**config.mk**
```make
export PLATFORM = sky130hd
export DESIGN_NAME = ftdi_sync_rx
export DESIGN_NICKNAME = d
export VERILOG_FILES = /design/src/rtl/ftdi_sync_rx.sv
export SDC_FILE = /design/constraint.sdc
export NUM_CORES = 1
export LEC_CHECK = 0
export CAP_MARGIN = 20
export CORE_MARGIN = 1.5
export CORE_UTILIZATION = 57
export DETAILED_ROUTE_END_ITERATION = 6
export PLACE_DENSITY = 0.76
export SLEW_MARGIN = 10
export SYNTH_ARGS = -nofsm -noshare
export SYNTH_HDL_FRONTEND = slang
export SYNTH_SLANG_ARGS = --single-unit
export TNS_END_PERCENT = 30
```
**constraint.sdc**
```tcl
create_clock -name ftdiclk -period 3.3 [get_ports ftdiclk]
set_input_delay 0.99 -clock ftdiclk [delete_from_list [all_inputs] [get_ports ftdiclk]]
set_output_delay 0.99 -clock ftdiclk [all_outputs]
set_load 0.02 [all_outputs]
```
**src/rtl/ftdi_sync_rx.sv**
```systemverilog
// FT232H synchronous FIFO receive engine: RXF#/OE#/RD# handshake into a
// first-word-fall-through byte FIFO with a valid/ready output stream.
module ftdi_sync_rx #(
    parameter int unsigned DEPTH = 8
) (
    input  logic                     ftdiclk,
    input  logic                     reset,
    input  logic                     ftdi_rxf_n,
    input  logic [7:0]               ftdi_data_in,
    output logic                     ftdi_oe_n,
    output logic                     ftdi_rd_n,
    input  logic                     rx_enable,
    output logic                     rx_active,
    output logic [7:0]               m_data,
    output logic                     m_valid,
    input  logic                     m_ready,
    output logic [$clog2(DEPTH):0]   fifo_count
);

    localparam int unsigned AW = $clog2(DEPTH);
    localparam int unsigned CW = AW + 1;

    typedef enum logic [1:0] {
        IDLE = 2'd0,
        TURN = 2'd1,
        READ = 2'd2
    } state_t;

    state_t          state;
    state_t          state_next;
    logic            oe_n_next;
    logic            rd_n_next;
    logic            push;
    logic            pop;
    logic            has_space;
    logic            start_ok;
    logic [CW-1:0]   count_next;
    logic [AW-1:0]   wr_ptr;
    logic [AW-1:0]   rd_ptr;
    logic [7:0]      mem [DEPTH];

    // A byte moves only when the strobe we drove and the chip's RXF# are both low.
    assign push       = !ftdi_rd_n && !ftdi_rxf_n;
    assign pop        = m_valid && m_ready;
    assign count_next = fifo_count + CW'(push) - CW'(pop);
    assign has_space  = count_next <= CW'(DEPTH - 1);
    assign start_ok   = rx_enable && !ftdi_rxf_n && has_space;

    always_comb begin
        state_next = state;
        oe_n_next  = 1'b1;
        rd_n_next  = 1'b1;
        case (state)
            IDLE: begin
                if (start_ok) begin
                    state_next = TURN;
                    oe_n_next  = 1'b0;
                end
            end
            TURN: begin
                if (start_ok) begin
                    state_next = READ;
                    oe_n_next  = 1'b0;
                    rd_n_next  = 1'b0;
                end else begin
                    state_next = IDLE;
                end
            end
            READ: begin
                oe_n_next = 1'b0;
                rd_n_next = 1'b0;
                if (ftdi_rxf_n || !rx_enable || count_next == CW'(DEPTH)) begin
                    state_next = IDLE;
                    oe_n_next  = 1'b1;
                    rd_n_next  = 1'b1;
                end
            end
            default: state_next = IDLE;
        endcase
    end

    always_ff @(posedge ftdiclk) begin
        if (reset) begin
            state     <= IDLE;
            ftdi_oe_n <= 1'b1;
            ftdi_rd_n <= 1'b1;
            rx_active <= 1'b0;
        end else begin
            state     <= state_next;
            ftdi_oe_n <= oe_n_next;
            ftdi_rd_n <= rd_n_next;
            rx_active <= state_next != IDLE;
        end
    end

    // FIFO bookkeeping; reset discards buffered bytes and any byte on the reset edge.
    always_ff @(posedge ftdiclk) begin
        if (reset) begin
            wr_ptr     <= '0;
            rd_ptr     <= '0;
            fifo_count <= '0;
            m_valid    <= 1'b0;
        end else begin
            if (push) begin
                wr_ptr <= wr_ptr + AW'(1);
            end
            if (pop) begin
                rd_ptr <= rd_ptr + AW'(1);
            end
            fifo_count <= count_next;
            m_valid    <= count_next != '0;
        end
    end

    always_ff @(posedge ftdiclk) begin
        if (push && !reset) begin
            mem[wr_ptr] <= ftdi_data_in;
        end
    end

    assign m_data = mem[rd_ptr];

endmodule

```
# == Word-level counts from Yosys, hierarchy flattened ==
# Memories as Yosys holds them, arrays and structs flattened. A register that Yosys moved wholly into a read port is not among the register bits.
# Cells that the tools add are included.
# op_classes
order_cmp,1
div_mod_pow,0
n_mux,12
addsub,4
n_shift,0
n_reduce_logical,15
bitwise_logic,0
n_eq_ne,3
n_mul,0
# ops
cell,count
$add 3x1->3 const B,2
$mux 2,3
$mux 3,2
$pmux 2 s3,1
$logic_and 1x1->1,5
$add 4x1->4,1
$eq 4x4->1 const B,1
$le 4x3->1 const B,1
$logic_not 1->1,4
$mux 1,4
$pmux 1 s2,2
$reduce_bool 4->1,1
$sub 4x1->4,1
$eq 2x1->1 const B,1
$eq 2x2->1 const B,1
$logic_not 2->1,1
$logic_or 1x1->1,2
$reduce_bool 2->1,1
$reduce_or 2->1,1
# word_totals
ramBits,64
latchBits,0
ff_bits,16
rom_bits,0
n_memories,1
out_inout_bits,16
# mem_list
name,words,width,read_ports,rd_ports_with_merged_regs,wr,line,source
mem,8,8,1,1,1,40,logic [7:0] mem [DEPTH];

# == Logic depth before layout (Yosys ltp) ==
# depth
word_depth,9
mapped_depth,11
depth_no_buf,11

# == Least setup slack after synthesis ==
# OpenSTA, ideal clock, no wires.
# synth_timing
path_type,in2reg
startpoint,input port ftdi_rxf_n
endpoint,register ftdi_oe_n
t_arrival_ns,2.979
cell_stages,11
required_ns,3.166
setup_time_ns,0.134
path_buffers,0
slack_ns,0.187
cell_sequence,nor2_1 > or2_2 > nand2_1 > ha_1 > inv_1 > fa_1 > xnor2_1 > nor3_1 > o21ai_0 > a22oi_1 > or4_1
# synth_via
elab_chain_len,8
elab_cells_between_ends,13
# synth_lines
item,line,source
"start, declared",8,"input logic ftdi_rxf_n,"
$logic_not 1->1,"43, 47",
$logic_and 1x1->1,43,assign push = !ftdi_rd_n && !ftdi_rxf_n;
$add 4x1->4,45,assign count_next = fifo_count + CW'(push) - CW'(pop);
$sub 4x1->4,45,
$le 4x3->1 / $eq 4x4->1 (equally long branches),"46, 72",
$logic_and 1x1->1 / $logic_or 1x1->1 (equally long branches),"47, 72",
$mux 1 (on tied branches),"55, 61, 72",
$pmux 1 s2 *,53,case (state)
"end signal, assigned",90,ftdi_oe_n <= oe_n_next;
"end, declared",10,"output logic ftdi_oe_n,"
# Every way passes the cells marked *; elsewhere a longest branch is shown, timed or not.
# A chain may end at the register's enable or synchronous reset.

# == Worst setup path after layout ==
# Same ends and word-level chain as after synthesis.

==> results.md <==
- CP bufs+invs: 3
- Worst-Margin Slew: 0.510 ns
- Largest net degree at the start of global routing: 21
- Peak Freq: 343 MHz
- WL/cell: 20.1 um
- Maximum buffer depth of the clock tree: 2
- Unrepaired setup endpoints after global routing: false
- Max stage delay on crit path: 0.46 ns
- Post-Route WL: 6.71 mm
- VDD IR max: 0.000498 V
- Hold Fails Final Rpt: 0
- Final period util: 88.5%
- Number of port buffers: 28
- Post-Layout Cell Count: 334
- Drt drc: 0
- Min cycle time layout: 2.92 ns
- Initial Utilization: 60.4%
- Avg Inst Size Synth: 16.6 um2
- Num rows: 27
- Final total power: 2.83 mW
- TNS Setup: 0 ns
- Total number of vias: 1,909
- Overall global routing resource usage: 22.8%
- Synth cell types: 40
- DP HPWL: 4.54 mm
- Hold Buf Count CTS: 0
- Global-route wire length before repair: 10.2 mm
- Drt via density: 5.72
- Clock Latency Late Sink: 0.34 ns
- Mapped cell area: 3380 um2
- Clk root buf: clkbuf_8
- FFs w/ async S/R, synth: 0%
- Number of synthesized flops with an enable pin: 64
- DRT Pass-1 Iters: 4
- Mapped Cells: 204
- Power Dens Cells: 685 nW/um2
- Floorplan Core Area: 5610 um2
- Placed cell areas: 3890 um2
- Mapped Nets: 227
- Initial antenna violation count: 0
- H-tree depth: 3
- Worst r2r path cells: 11
- Critical Path End Type: flop
- Hold depth: 2
- Layout Skew: 0.00584 ns
- Setup violators final: 0
- R2r setup slk: 0.75 ns
- Worst Path Required: 3.52 ns
- Worst-path cell chain: dlymetal6s2s_1 -> nor2_1 -> buf_4 -> nand2_1 -> nand2_1 -> ha_2 -> inv_1 -> fa_2 -> xnor2_2 -> nor3_2 -> o21ai_1 -> a22oi_1 -> or4_1
- Share of cells above drive strength 1: 26.7%
- Hold slack: 0.515 ns
- Critical R2R Launch: ftdi_rd_n$_SDFF_PP1_
- Vias in the first global route: 1,975
- Worst Hold Class: flop to flop
- Placed insts: 318
- Filler cell count: 354
- Leak: 1.49 nW
- Flops & latches, synth: 83
- Max Fanout on Critical Path: 5
- Clock buffer count from CTS: 9
- Ant diodes: 0
- Die ar.: 6410 um2
- WS Path Type: input pin to flop
- Hold Crit Start: rd_ptr[1]$_SDFFE_PP0P_
- Top cell by count, worst path: nand2_1
- I/O pin count: 29
- Post-synthesis sequential area ratio: 68.0%
- Slew Limit Fails: 0
- Fin nets: 280
- Area growth syn-to-layout: 21.8%
- Top_reg_cell synth: edfxtp_1
- Slew margin rel.: 66.0%
- RR Endpoint: ftdi_oe_n$_SDFF_PP1_
- Cell family contributing the most delay on the critical path: simple AND/OR/NAND/NOR gates
- Max Cap Viol: 0
- Grt ovf: 0
- Gpl congestion: 0.765
- Die X-Extent: 80.1 um
- TritonCTS clock tree: built
- Status: complete, no violations
- Yosys warnings: 0
- CTS Sinks: 83
- CP startpoint kind: input pin
- Slowest CP cell: or4_1
- Die H: 80.1 um
- Antenna Nets Post-Route: 0
- Final Cell Area: 4120 um2
- Post-CTS Setup Inserts: 0
- DRT iter0 DRCs: 148
- Reg clk slew, reported paths: 0.08 ns
- WP data arrival: 3.14 ns
## metal layers
metal / routed length, um / up-vias / share of wire, % / track usage (%)
met5: 0 / - / 0 / 0
met3: 293 / 9 / 4.4 / 5.34
met1: 2630 / 964 / 39 / 25.8
met4: 85 / 0 / 1.3 / 9.14
li1: - / 889 / - / -
met2: 3700 / 47 / 55 / 41.3
## synth_stat cells, drive strengths merged, types with 5 or more instances
cell	n	area share [%]
dfxtp	19	11
a21oi	7	1.1
mux2	8	2.7
nor2	16	2.0
ha	9	3.3
buf	6	1.0
edfxtp	64	57
inv	9	1.0
nand2	8	0.89
nor3	5	0.74
mux4	16	11
## logic make-up after synthesis
family / count (synthesis) / share of synthesized area, %
buffers and inverters: 17 / 2.29
XOR/XNOR: 6 / 1.55
adder cells (fa/ha/maj): 10 / 3.92
multiplexers: 24 / 13.3
AND/OR/NAND/NOR: 46 / 6.99
AO/OA/AOI/OAI: 18 / 3.92
flip-flops: 83 / 68.0
## metrics by stage
| step | util [%] | worst slack, ns |
|---|---|---|
| 2_1_floorplan | - | 0.187 |
| 3_3_place_gp | 69.3 | -0.288 |
| 3_5_place_dp | 69.3 | -0.425 |
| 4_1_cts | 72.8 | 0.00885 |
| 5_1_grt | 73.5 | 0.286 |
| 6_report | 73.5 | 0.381 |
## flip-flops by register name, summed over array words and instances (netlist names), named ones only
signal,cells
wr_ptr,3
mem,64
ftdi_rd_n,1
m_valid,1
rd_ptr,3
fifo_count,4
state,2
rx_active,1
ftdi_oe_n,1
## placed cells by master (no fill, tap or decap), drive strengths merged, types with 2 or more instances in the layout
master	netlist	routed
nand2	8	8
nor2b	3	3
and3	2	2
nor2	16	16
buf	6	22
nor3	5	5
inv	9	9
xor2	3	3
nand2b	3	3
edfxtp	64	64
a21oi	7	7
o21ai	3	3
or4	2	2
clkinv	0	3
clkbuf	2	11
mux4	16	16
o31a	2	2
nand3	3	3
dlymetal6s2s	0	10
dfxtp	19	19
ha	9	9
clkdlybuf4s50	0	18
xnor2	3	3
mux2	8	8
## worst register-to-register path, delay by kind of cell (launching register included)
family | cells | cell delay (ns)
and+or+nand+nor | 5 | 0.99
adders and majority gates | 2 | 0.55
DFF | 1 | 0.41
AOI/OAI and AO/OA | 2 | 0.22
xor gates and xnor gates | 1 | 0.21
buffers and inverters | 1 | 0.05
## final cells by class
type                            instances  area [um2]  share of cell area (%)
Sequential cell                        83        2300                    55.8
Multi-Input combinational cell        104        1030                    25.0
Timing Repair Buffer                   50         483                    11.7
Clock buffer                           11         131                    3.19
Tap cell                               72        90.1                    2.18
Clock inverter                          5        53.8                    1.30
Inverter                                9        33.8                   0.819
## how the worst max path moves through the flow
stage | cells past startpoint | from | slack (ns) | endpoint
after detailed placement | 12 | ftdi_rxf_n | -0.43 | ftdi_oe_n$_SDFF_PP1_
after floorplan | 11 | ftdi_rxf_n | 0.19 | ftdi_oe_n$_SDFF_PP1_
final | 13 | ftdi_rxf_n | 0.38 | ftdi_oe_n$_SDFF_PP1_
after global placement | 12 | m_ready | -0.29 | ftdi_oe_n$_SDFF_PP1_
after global routing | 4 | flop | 0.29 | m_data[2]
after CTS | 13 | ftdi_rxf_n | 0.009 | rx_active$_SDFF_PP0_
## power breakdown
part	switching (mW)	internal, mW	total [mW]
clock	0.345	0.347	0.692
sequential	0.0512	1.18	1.24
combinational	0.445	0.455	0.899
## what timing repair did
item                       CTS  global route
setup endpoints to repair    1            13
gates resized for setup      1            15
pin swaps                    1             3
Power figures use the tool's default switching activity.
